### src/rtl/regfile_pkg.sv
// regfile_pkg: shared state encoding and default sizes for the register-file write arbiter.
package regfile_pkg;
  typedef enum logic {INIT, ARB} state_t;
  localparam int ADDR_W_DEF = 5;
  localparam int DATA_W_DEF = 32;
  localparam int NUM_REGS = 2 ** ADDR_W_DEF;
endpackage

### src/rtl/rr_arbiter2.sv
// rr_arbiter2: two-way round-robin grant; after a grant the pointer favours the other requester.
module rr_arbiter2 (
  input  logic       clk,
  input  logic       rst,
  input  logic [1:0] req,
  input  logic       advance,
  output logic [1:0] gnt,
  output logic       ptr
);
  assign gnt[0] = req[0] & (~req[1] | ~ptr);
  assign gnt[1] = req[1] & (~req[0] | ptr);
  always_ff @(posedge clk or posedge rst)
    if (rst) ptr <= 1'b0;
    else if (advance) ptr <= gnt[0];
endmodule

### src/rtl/regfile_write_arbiter.sv
// regfile_write_arbiter: clears registers 1..N-1 after reset, then round-robins two
// writers onto a single register-file write port with one cycle of latency.
module regfile_write_arbiter
  import regfile_pkg::*;
#(
  parameter int ADDR_W = ADDR_W_DEF,
  parameter int DATA_W = DATA_W_DEF
) (
  input  logic              Clk,
  input  logic              Reset,
  input  logic              ReqValidA,
  output logic              ReqReadyA,
  input  logic [ADDR_W-1:0] ReqRegA,
  input  logic [DATA_W-1:0] ReqDataA,
  input  logic              ReqValidB,
  output logic              ReqReadyB,
  input  logic [ADDR_W-1:0] ReqRegB,
  input  logic [DATA_W-1:0] ReqDataB,
  output logic              RegWrite,
  output logic [ADDR_W-1:0] WriteRegister,
  output logic [DATA_W-1:0] WriteData,
  output logic              InitDone,
  output logic              GrantB
);
  state_t state, state_nxt;
  logic [ADDR_W-1:0] cnt, wreg;
  logic [DATA_W-1:0] wdata;
  logic [1:0] gnt;
  logic ptr, last, hs, sel_b;
  rr_arbiter2 u_arb (
    .clk(Clk),
    .rst(Reset),
    .req({ReqValidB, ReqValidA}),
    .advance(hs),
    .gnt(gnt),
    .ptr(ptr)
  );
  assign last  = &cnt;
  assign hs    = ReqReadyA | ReqReadyB;
  // the pointer only decides when A is also pending
  assign sel_b = ptr ? ReqValidB : ~ReqValidA;
  assign wreg  = sel_b ? ReqRegB : ReqRegA;
  assign wdata = sel_b ? ReqDataB : ReqDataA;
  always_ff @(posedge Clk or posedge Reset)
    if (Reset) state <= INIT;
    else state <= state_nxt;
  always_comb state_nxt = (state == INIT && last) ? ARB : state;
  always_comb begin
    ReqReadyA = (state == ARB) & ~Reset & gnt[0];
    ReqReadyB = (state == ARB) & ~Reset & gnt[1];
  end
  always_ff @(posedge Clk or posedge Reset)
    if (Reset) begin
      cnt <= '0;
      RegWrite <= 1'b0;
      WriteRegister <= '0;
      WriteData <= '0;
      GrantB <= 1'b0;
      InitDone <= 1'b0;
    end else if (state == INIT) begin
      cnt <= cnt + 1'b1;
      RegWrite <= ~last;
      InitDone <= last;
      if (!last) begin
        WriteRegister <= cnt + 1'b1;
        WriteData <= '0;
        GrantB <= 1'b0;
      end
    end else begin
      RegWrite <= hs & (wreg != '0);
      if (hs) begin
        WriteRegister <= wreg;
        WriteData <= wdata;
        GrantB <= sel_b;
      end
    end
endmodule

### config.mk
export PLATFORM = sky130hd
export DESIGN_NAME = regfile_write_arbiter
export DESIGN_NICKNAME = d
export VERILOG_FILES = /design/src/rtl/regfile_pkg.sv /design/src/rtl/rr_arbiter2.sv /design/src/rtl/regfile_write_arbiter.sv
export SDC_FILE = /design/constraint.sdc
export NUM_CORES = 1
export LEC_CHECK = 0
export ABC_CLOCK_PERIOD_IN_PS = 2400
export CAP_MARGIN = 20
export CELL_PAD_IN_SITES_DETAIL_PLACEMENT = 1
export CELL_PAD_IN_SITES_GLOBAL_PLACEMENT = 2
export CORE_ASPECT_RATIO = 0.8
export CORE_MARGIN = 1
export CORE_UTILIZATION = 23
export DETAILED_ROUTE_END_ITERATION = 8
export PLACE_DENSITY_LB_ADDON = 0.3
export SLEW_MARGIN = 20
export SYNTH_ARGS = -nofsm -noshare
export SYNTH_HDL_FRONTEND = slang
export SYNTH_SLANG_ARGS = --single-unit
export TNS_END_PERCENT = 20
### constraint.sdc
create_clock -name Clk -period 2.4 [get_ports Clk]
set_input_delay 0.24 -clock Clk [delete_from_list [all_inputs] [get_ports Clk]]
set_output_delay 0.24 -clock Clk [all_outputs]
set_load 0.02 [all_outputs]
==> impl_metrics.env, run 1 <==
export IMPL_status="completed"
export IMPL_rsz0062_at_grt="false"
export IMPL_cts_hold_buf=0
export IMPL_p_total_mw=2.53
export IMPL_gp_congestion=0.696
export IMPL_drt_pass1_iter_count=4
export IMPL_ff2ff_path_depth=8
export IMPL_yosysWarnings=0
export IMPL_finalSetupViolCount=0
export IMPL_intPower_mw=1.77
export IMPL_fin_area_um2=3820
export IMPL_grt_usage_pct=13.3
export IMPL_cap_violations=0
export IMPL_synth_area_top_cells="dfrtp_1 (51%), mux2i_1 (14%), o21ai_1 (7.2%)"
export IMPL_synth_cell_area_um2=2310
export IMPL_drive_gt1_share_pct=7.02
export IMPL_post_cts_resized=0
export IMPL_cts_setup_buffers=0
export IMPL_path_clk_slew_ns=0.06
export IMPL_postSynth_asyncResetShare_pct=100
export IMPL_vias=2030
export IMPL_cts_sinks=47
export IMPL_via_per_inst=4.25
export IMPL_pin_count=120
export IMPL_worstMarginPinSlew_ns=0.748
export IMPL_gr_total_overflow=0
export IMPL_areaGrowthSynthToFinish_pct=65.7
export IMPL_wirelength_um=6800
export IMPL_pwr_share_seq_pct=38.3
export IMPL_routedWlPerCell_um=14.2
export IMPL_swShare_pct=29.9
export IMPL_postSynthCellCount=220
export IMPL_arrival_ns=1.91
export IMPL_period_share_pct=89.5
export IMPL_diodes=0
export IMPL_max_freq_mhz=466
export IMPL_numCtsBuffers=5
export IMPL_hpwl_um=5410
export IMPL_root_buffer="clkbuf_16"
export IMPL_grt_pass1_wl_um=10900
export IMPL_dieWidth_um=114
export IMPL_peakVddDrop_v=0.000304
export IMPL_layout_commonest_cell="clkdlybuf4s50_1"
export IMPL_seq_area_frac_synth_pct=51.0
export IMPL_cts_tree="yes"
export IMPL_hold_viol=0
export IMPL_place_worst_setup_slack_ns=0.246
export IMPL_critPathKind="in -> out"
export IMPL_power_frac_clock_pct=26.8
export IMPL_nNetsFinal=422
export IMPL_holdWs_ns=0.379
export IMPL_io_buffers=119
export IMPL_finalClockSkew_ns=0.00425
export IMPL_die_y_um=91.6
export IMPL_fin_ws_ns=0.253
export IMPL_synth_top_area_share_pct=51.0
export IMPL_clkLatencyLatePin_ns=0.28
export IMPL_ys_seq_elements=47
export IMPL_grt_start_max_net_pins=27
export IMPL_fin_tns_setup_ns=0
export IMPL_antenna_found_initial=0
export IMPL_drt_iter0_drc=57
export IMPL_synthFlopType="dfrtp_1"
export IMPL_critPathRequiredTime_ns=2.16
export IMPL_p_comb_share_pct=34.9
export IMPL_p_leak_nw=1.71
export IMPL_critPathCaptureType="output pin"
export IMPL_htree_levels=2
export IMPL_die_area_um2=10400
export IMPL_yosysTopAreaCell="dfrtp_1"
export IMPL_synth_avg_cell_area_um2=10.5
export IMPL_start_util_pct=23.8
export IMPL_drc=0
export IMPL_mappedNetlistNets=300
export IMPL_synth_edf_count=0
export IMPL_worstSetupStartpointType="primary input"
export IMPL_min_period_ns=2.15
export IMPL_critPathMaxFanout=4
export IMPL_final_cell_mix="clkdlybuf4s50_1 (119), dfrtp_1 (47), nand2_1 (37)"
export IMPL_p_per_area_nw_per_um2=660
export IMPL_clockBufferDepth=2
export IMPL_core_um2=9690
export IMPL_ys_types=35
export IMPL_hold_path_class="in -> async"
export IMPL_placed_cell_area_um2=3680
export IMPL_p_sw_mw=0.754
export IMPL_report_final_slew_viol_count=0
export IMPL_num_rows=32
export IMPL_slew_headroom_pct=50.1
export IMPL_ant_nets=0
export IMPL_grt_pass1_vias=2143
==> kinds of logic after synthesis <==
logic type | synth area share [%]
AOI/OAI and AO/OA | 13.4
xor gates and xnor gates | 1.90
adders and majority gates | 1.08
buffers and inverters | 4.88
DFF | 51.0
muxes | 15.8
and+or+nand+nor | 12.0
==> Yosys cell counts (3+ instances only) <==
master / number
o21ai_1: 33
a21oi_1: 3
mux2i_1: 33
nor2_1: 8
clkbuf_1: 3
buf_2: 6
dfrtp_1: 47
inv_1: 3
o21ai_0: 5
xnor2_1: 3
buf_8: 3
a21o_1: 3
nand2_1: 37
nand3_1: 7
mux2_1: 3
==> final cells by class <==
cell class                 count  area (µm²)
multi-input combinational    156        1020
tap                          136         170
sequential                    47        1180
clock inverter                 1        5.00
clock buffer                   6         139
timing repair buffer         128        1300
inverter                       4        15.0
fill                        1107        5870
==> worst max-delay path: stages <==
cell and delay (ns):
clkdlybuf4s50_1 0.46, and2b_1 0.32, nand2_1 0.10, nor2_1 0.15, clkdlybuf4s50_1 0.63
==> final timing paths <==
kind	start	endpoint	slack, ns
max in group asynchronous	Reset	cnt[3]$_DFFE_PP0N_	1.51
setup reg to reg	cnt[0]$_DFFE_PP0N_	WriteData[28]$_DFFE_PP0P_	0.25
setup / recovery	Reset	ReqReadyA	0.25
hold reg to reg	WriteData[19]$_DFFE_PP0P_	WriteData[19]$_DFFE_PP0P_	0.48
hold / removal	Reset	GrantB$_DFFE_PP0P_	0.38
min in group Clk	WriteData[19]$_DFFE_PP0P_	WriteData[19]$_DFFE_PP0P_	0.48
==> state kept, by name, indices dropped and copies added, names as in the netlist <==
| signal | cells |
|---|---|
| WriteData | 32 |
| GrantB | 1 |
| cnt | 5 |
| InitDone | 1 |
| WriteRegister | 5 |
| state | 1 |
| RegWrite | 1 |
| u_arb.ptr | 1 |
==> layer usage <==
metal / GRT usage (%) / vias to the layer above / part of all wire, %
met3: 4.74 / 2 / 8.5
met2: 20.5 / 72 / 43
met5: 0 / - / 0
met4: 2.27 / 0 / 0.13
met1: 18.0 / 945 / 48
li1: - / 1011 / -
==> metrics by stage <==
step / std cells / utilization [%]
floorplan: 220 / -
finish: 478 / 39.5
global placement: 471 / 38.0
detailed placement: 471 / 38.0
CTS: 478 / 39.5
global route: 478 / 39.5
==> power groups by stage <==
stage          Clock [mW]  Combinational, mW  Sequential, mW
2_1_floorplan           0              0.314            1.11
3_3_place_gp            0              0.888           0.980
3_5_place_dp            0              0.899           0.982
4_1_cts             0.702              0.900           0.970
5_1_grt             0.735              0.950           0.985
6_report            0.676              0.881           0.968
Power figures use the tool's default switching activity.
==> run 2: changes to the inputs <==
--- a/config.mk
+++ b/config.mk
@@ -6,7 +6,6 @@
 export NUM_CORES = 1
 export LEC_CHECK = 0
 export ABC_CLOCK_PERIOD_IN_PS = 2400
-export CAP_MARGIN = 20
 export CELL_PAD_IN_SITES_DETAIL_PLACEMENT = 1
 export CELL_PAD_IN_SITES_GLOBAL_PLACEMENT = 2
 export CORE_ASPECT_RATIO = 0.8
@@ -14,6 +13,7 @@
 export CORE_UTILIZATION = 23
 export DETAILED_ROUTE_END_ITERATION = 8
 export PLACE_DENSITY_LB_ADDON = 0.3
+export SKIP_LAST_GASP = 1
 export SLEW_MARGIN = 20
 export SYNTH_ARGS = -nofsm -noshare
 export SYNTH_HDL_FRONTEND = slang
==> results of run 2 <==
Same layout as run 1: the final DEF is identical, and so are final timing and power.
